File: src/rtl/f2s_req_tx.sv
// Fast-to-slow control-pulse transmitter: queues adat pulses and issues one
// four-phase req/ack handshake per pulse. Optional ack watchdog: ACK_TIMEOUT_EN.
module f2s_req_tx #(
  parameter int SYNC_STAGES = 2,
  parameter int CNT_W       = 4,
  parameter int TIMEOUT     = 64
) (
  input  logic             aclk,
  input  logic             rst,
  input  logic             adat,
  input  logic             ack,
  output logic             req,
  output logic             done,
  output logic             busy,
  output logic [CNT_W-1:0] pend,
  output logic             ovf,
  output logic             err_to
);

  typedef enum logic [1:0] {
    IDLE   = 2'd0,
    REQ    = 2'd1,
    ACKLOW = 2'd2
  } state_t;

  localparam logic [CNT_W-1:0] PEND_MAX = '1;

  state_t                 state, state_nx;
  logic [SYNC_STAGES-1:0] ack_sync;
  logic                   ack_s;
  logic                   launch;
  logic                   sat;
  logic [CNT_W-1:0]       pend_nx;

  // NOTE: sequential state uses non-blocking assignments so every flop samples
  // pre-edge values, which is what makes the shift chain a real synchroniser.
  always_ff @(posedge aclk) begin
    if (!rst) ack_sync <= '0;
    else      ack_sync <= {ack_sync[SYNC_STAGES-2:0], ack};
  end

  assign ack_s = ack_sync[SYNC_STAGES-1];

  // NOTE: every variable gets a default before the case so no path leaves it
  // unassigned, which would otherwise infer a latch.
  always_comb begin
    state_nx = IDLE;
    launch   = 1'b0;
    case (state)
      IDLE: begin
        if (adat || (pend != '0)) begin
          state_nx = REQ;
          launch   = 1'b1;
        end
      end
      REQ:     state_nx = ack_s ? ACKLOW : REQ;
      ACKLOW:  state_nx = ack_s ? ACKLOW : IDLE;
      default: state_nx = IDLE;
    endcase
  end

  // A pulse that launches directly never touches the queue; a full queue drops it.
  always_comb begin
    pend_nx = pend;
    sat     = 1'b0;
    if (adat && !launch) begin
      if (pend == PEND_MAX) sat     = 1'b1;
      else                  pend_nx = pend + 1'b1;
    end else if (!adat && launch) begin
      pend_nx = pend - 1'b1;
    end
  end

  // req/busy come straight from flops fed by next-state, so they never glitch.
  always_ff @(posedge aclk) begin
    if (!rst) begin
      state <= IDLE;
      req   <= 1'b0;
      done  <= 1'b0;
      busy  <= 1'b0;
      pend  <= '0;
      ovf   <= 1'b0;
    end else begin
      state <= state_nx;
      req   <= (state_nx == REQ);
      done  <= (state == ACKLOW) && !ack_s;
      busy  <= (state_nx != IDLE) || (pend_nx != '0);
      pend  <= pend_nx;
      if (sat) ovf <= 1'b1;
    end
  end

`ifdef ACK_TIMEOUT_EN
  localparam int               TO_W    = $clog2(TIMEOUT + 1);
  localparam logic [TO_W-1:0]  TO_MAX  = TO_W'(TIMEOUT);
  localparam logic [TO_W-1:0]  TO_LAST = TO_W'(TIMEOUT - 1);

  logic [TO_W-1:0] to_cnt;

  // Counts REQ cycles; flags once the count reaches TIMEOUT, never aborts.
  always_ff @(posedge aclk) begin
    if (!rst) begin
      to_cnt <= '0;
      err_to <= 1'b0;
    end else if (launch) begin
      to_cnt <= '0;
    end else if ((state == REQ) && (to_cnt != TO_MAX)) begin
      to_cnt <= to_cnt + 1'b1;
      if (!ack_s && (to_cnt == TO_LAST)) err_to <= 1'b1;
    end
  end
`else
  assign err_to = 1'b0;
`endif

endmodule
File: config.mk
export PLATFORM = sky130hd
export DESIGN_NAME = f2s_req_tx
export DESIGN_NICKNAME = d
export VERILOG_FILES = /design/src/rtl/f2s_req_tx.sv
export SDC_FILE = /design/constraint.sdc
export NUM_CORES = 1
export LEC_CHECK = 0
export CORE_AREA = 2 2 39 41
export DETAILED_ROUTE_END_ITERATION = 8
export DIE_AREA = 0 0 41 43
export PLACE_DENSITY = 0.74
export SETUP_SLACK_MARGIN = 0.15
export SLEW_MARGIN = 10
export SYNTH_ARGS = -nofsm -noshare
export SYNTH_HDL_FRONTEND = slang
export SYNTH_SLANG_ARGS = --single-unit
export TNS_END_PERCENT = 100
File: constraint.sdc
create_clock -name aclk -period 2.8 [get_ports aclk]
set_clock_uncertainty 0.2 [all_clocks]
set_input_delay 0.84 -clock aclk [delete_from_list [all_inputs] [get_ports aclk]]
set_output_delay 0.84 -clock aclk [all_outputs]
set_load 0.01 [all_outputs]
### After elaboration in Yosys (flattened, before gate mapping)

Index checks and enable logic that the tools add are counted.

* reduce and logical (&&, ||, !) cells: 12
* $add $sub $neg: 2
* muxes and demuxes: 11
* equal/unequal tests: 4

Operators by type and width (count)
* $mux 4: 3
* $reduce_bool 4->1: 2
* $pmux 2 s3: 1
* $mux 1: 5
* $add 4x1->4 const B: 1
* $eq 2x1->1 const B: 2
* $eq 4x4->1 const B: 1
* $mux 2: 2
* $sub 4x1->4 const B: 1
* $logic_and 1x1->1: 3
* $logic_not 1->1: 3
* $eq 2x2->1 const B: 1
* $logic_not 2->1: 1
* $logic_or 1x1->1: 2
* $reduce_bool 2->1: 1

* register bits: 12
* word-level logic and storage cells: 36
* output and inout bits: 9
* input bits: 4

### Depth between registers and ports, before layout

* word-level depth: 9
* mapped depth: 7
* mapped depth without buffers: 7

### Worst setup path before layout

Ideal clock, no wire load.

* path type: input port to flip-flop
* start point: input adat
* end point: register busy
* setup time: 0.125 ns
* data arrival time: 1.661 ns
* data required time: 2.475 ns
* cell stages on the path: 5
* path slack: 0.814 ns
* path buffers: 0
* cells stage by stage: nor3_2 -> o21ai_2 -> mux2i_1 -> a32oi_1 -> o41a_1

* cells in the longest elaborated chain, start to end: 8
* elaborated cells on any way between the ends: 14
* classes of those cells: mux (6); reduce/logical (8)

Ends and longest elaborated chain
* from (decl): RTL line 10 `input logic adat,`
* $logic_or 1x1->1: RTL line 51 `if (adat || (pend != '0)) begin`
* $mux 1: RTL line 51
* $mux 1: RTL line 49 `case (state)`
* $logic_and 1x1->1 or $logic_not 1->1 (tied branches): RTL line 69, 66
* $mux 4 or $logic_and 1x1->1 (tied branches): RTL line 69, 66
* $mux 4: RTL line 66 `if (adat && !launch) begin`
* $reduce_bool 4->1: RTL line 87 `busy <= (state_nx != IDLE) || (pend_nx != '0);`
* $logic_or 1x1->1 (*): RTL line 87
* to (signal assigned): RTL line 87
* to (decl): RTL line 14 `output logic busy,`

Mark *: on every way between the ends. The rest lies on a longest branch, timed or not.
A chain may end at the register's enable or synchronous reset.

### Worst setup path after layout

* start point: register pend[2]
* end point: output pend[2]

RTL lines
* from (decl): RTL line 15 `output logic [CNT_W-1:0] pend,`
* from (signal assigned): RTL line 88 `pend <= pend_nx;`

No word-level cell between the ends.

==> flow_summary.rst <==
.. list-table::
   :header-rows: 1

   * - Metric
     - Value
   * - Result of the run
     - completed
   * - Die Area
     - 0.00176 mm^2
   * - Die Y-Extent
     - 43 um
   * - Kind of critical path
     - reg -> out
   * - CTS tree
     - done
   * - Net switching power
     - 0.250 mW
   * - Via count of the first global-routing pass
     - 440
   * - Startpoint Class
     - register
   * - Leading cell type in the layout, fill and taps excluded
     - dfxtp_1
   * - Longest Clk Path Bufs
     - 2
   * - Post-detailed-route count of antenna-violating nets
     - 0
   * - Core footprint
     - 0.00138 mm^2
   * - Number of antenna violations at the first check in global routing
     - 0
   * - Via Count
     - 516
   * - Setup repair after global routing missed its margin
     - false
   * - CP Data Required Time
     - 1760 ps
   * - Netlist Area Pre-Place
     - 621 um^2
   * - Syn avg cell area
     - 9.55 um^2
   * - Total congestion overflow after global routing
     - 0
   * - Crit end category
     - output pin
   * - Cell breakdown of the critical path
     - clkdlybuf4s50_1
   * - Switching Share
     - 0.362
   * - WHS Path Cells
     - 1
   * - Setup TNS Final
     - 0 ps
   * - Count of placed standard cells including taps
     - 88
   * - Main flop type after synthesis
     - dfxtp_1
   * - Cell count after synthesis
     - 65
   * - Critical Path AT
     - 1450 ps
   * - Fraction of the yosys area taken by sequential cells
     - 0.387
   * - Sum of buffers and inverters on the critical path
     - 1
   * - Max-cap violations
     - 0
   * - Power Dens Cells
     - 915 mW/mm^2
   * - Int Power
     - 0.441 mW
   * - Setup Fix Bufs, Post-CTS
     - 0
   * - Total track usage
     - 0.150
   * - Critical path's top delay family
     - buffers and inverters
   * - Stage delay of the slowest cell on the critical path
     - 610 ps
   * - Cts hold-fix bufs
     - 0
   * - Async S/R FF share, synth
     - 0
   * - Area growth from synthesis to layout
     - 21.8%
   * - Post-route insts no fill
     - 92
   * - Yosys reg bits
     - 12
   * - Post-detail-place hpwl
     - 823 um
   * - Port-buffer cells
     - 11
   * - Number of logic stages on the critical path including buffering
     - 1
   * - Iteration-0 DRC count of the detailed router
     - 7
   * - Power share of the combinational group
     - 0.422
   * - Source-to-sink clock delay at the later pin of the worst-skew pair
     - 280 ps
   * - Max-slew violation count
     - 0
   * - Number of sinks driven by the clock tree
     - 12
   * - Net count of the mapped netlist
     - 71
   * - Commonest cells after routing, fill and taps aside
     - dfxtp_1 (12), clkdlybuf4s50_1 (11), nor2_1 (5), and2_1 (5)
   * - Gpl congestion
     - 0.745
   * - Number of buffers created by CTS
     - 3
   * - Number of resized instances in the post-cts repair step
     - 0
   * - Via-to-Cell Ratio
     - 5.61
   * - Period Utilization, post-route
     - 0.889
   * - Site row count
     - 14
   * - Static leakage power
     - 0.283 nW
   * - Path type of the worst min-delay path
     - reg -> reg
   * - Largest net degree at the start of global routing
     - 13
   * - Cell at the root of the clock tree
     - clkbuf_4
   * - Register share of total power
     - 0.378
   * - Final Setup Violations
     - 0
   * - H-Tree Depth
     - 1
   * - Antenna fix cells
     - 0
   * - VDD IR max
     - 0.347 mV
   * - Final nets
     - 83
   * - First-pass GRT wire length
     - 1690 um
   * - Wire per inst
     - 12.2 um
   * - I/O pin count
     - 13
   * - Ys Warns
     - 0
   * - Critical path fanouts, max
     - 12
   * - Worst-path clk slew
     - 70 ps
   * - Final count of hold timing violations
     - 0
   * - Post-detailed-route DRC marker count
     - 0
   * - Die boundary width
     - 41 um
   * - 1st-pass router iterations
     - 4
   * - Post-synth EDFFs
     - 0
   * - Critical-path top delay cell
     - clkdlybuf4s50_1
   * - Number of cells on the worst reg-to-reg path
     - 6
   * - Starting density of the core
     - 0.448
   * - F_max
     - 402 MHz
   * - Total wire length
     - 1120 um
   * - Post-synthesis cell type count
     - 38
   * - Time the worst path needs with I/O delays and setup
     - 2490 ps
   * - Clk pwr share
     - 0.200
   * - Layout cell share with drive strength beyond 1
     - 0.118
## metrics by stage
step	area [um^2]	power, mW	setup slack, ps	util	hold slack, ps
2_1_floorplan	621	0.468	814	-	212
3_3_place_gp	719	0.554	161	0.520	214
3_5_place_dp	719	0.559	112	0.520	233
4_1_cts	756	0.698	310	0.546	250
5_1_grt	756	0.739	255	0.546	263
6_report	756	0.692	311	0.546	245
## cells in the mapped netlist, types with 2 or more instances
cell        n  share of area
dfxtp_1    12           0.39
and2_1      5          0.050
nor2_1      5          0.030
inv_1       3          0.018
nand2_1     3          0.018
a2111oi_0   2          0.028
a21oi_1     2          0.016
buf_4       2          0.024
ha_1        2          0.040
## layer usage
layer	vias to the layer above	global-route usage	routed length, um
met4	0	0.160	57
met1	239	0.176	529
met3	5	0.0314	34
met2	11	0.203	501
met5	-	0	0
li1	261	-	-
## cell type report
type                       instances  area, um^2
clock buffer                       4        36.3
fill                             133         628
inverter                           3        11.3
multi-input combinational         46         338
sequential                        12         240
tap                               16        20.0
timing repair buffer              11         110
## worst paths after layout
path / slack (ps) / startpoint / end
max: 310 / pend[2] / pend[2]
min: 250 / ack_sync[0] / ack_sync[1]
max reg2reg: 850 / pend[0] / busy
min reg2reg: 250 / ack_sync[0] / ack_sync[1]
## power groups by stage
stage                     clock network [mW]  logic, mW  registers [mW]
after floorplan                            0      0.212           0.256
after global placement                     0      0.289           0.265
after detailed placement                   0      0.293           0.265
after CTS                              0.142      0.294           0.261
after global routing                   0.145      0.325           0.269
final                                  0.138      0.292           0.262
## logic make-up (layout without fill, tap and decap cells)
group | count (synthesis) | in the layout | synth area share
simple gates | 23 | 23 | 0.228
other cells | 1 | 1 | 0.00604
compound gates | 17 | 17 | 0.226
buf+inv | 7 | 18 | 0.0685
flops | 12 | 12 | 0.387
xor+xnor | 2 | 2 | 0.0282
fa+ha+maj | 2 | 2 | 0.0403
mux | 1 | 1 | 0.0161
## flip-flops by register name (all words and copies together) (netlist names)
register / count
done: 1
ack_sync: 2
ovf: 1
busy: 1
state: 2
req: 1
pend: 4
(Power assumes the default switching activity.)
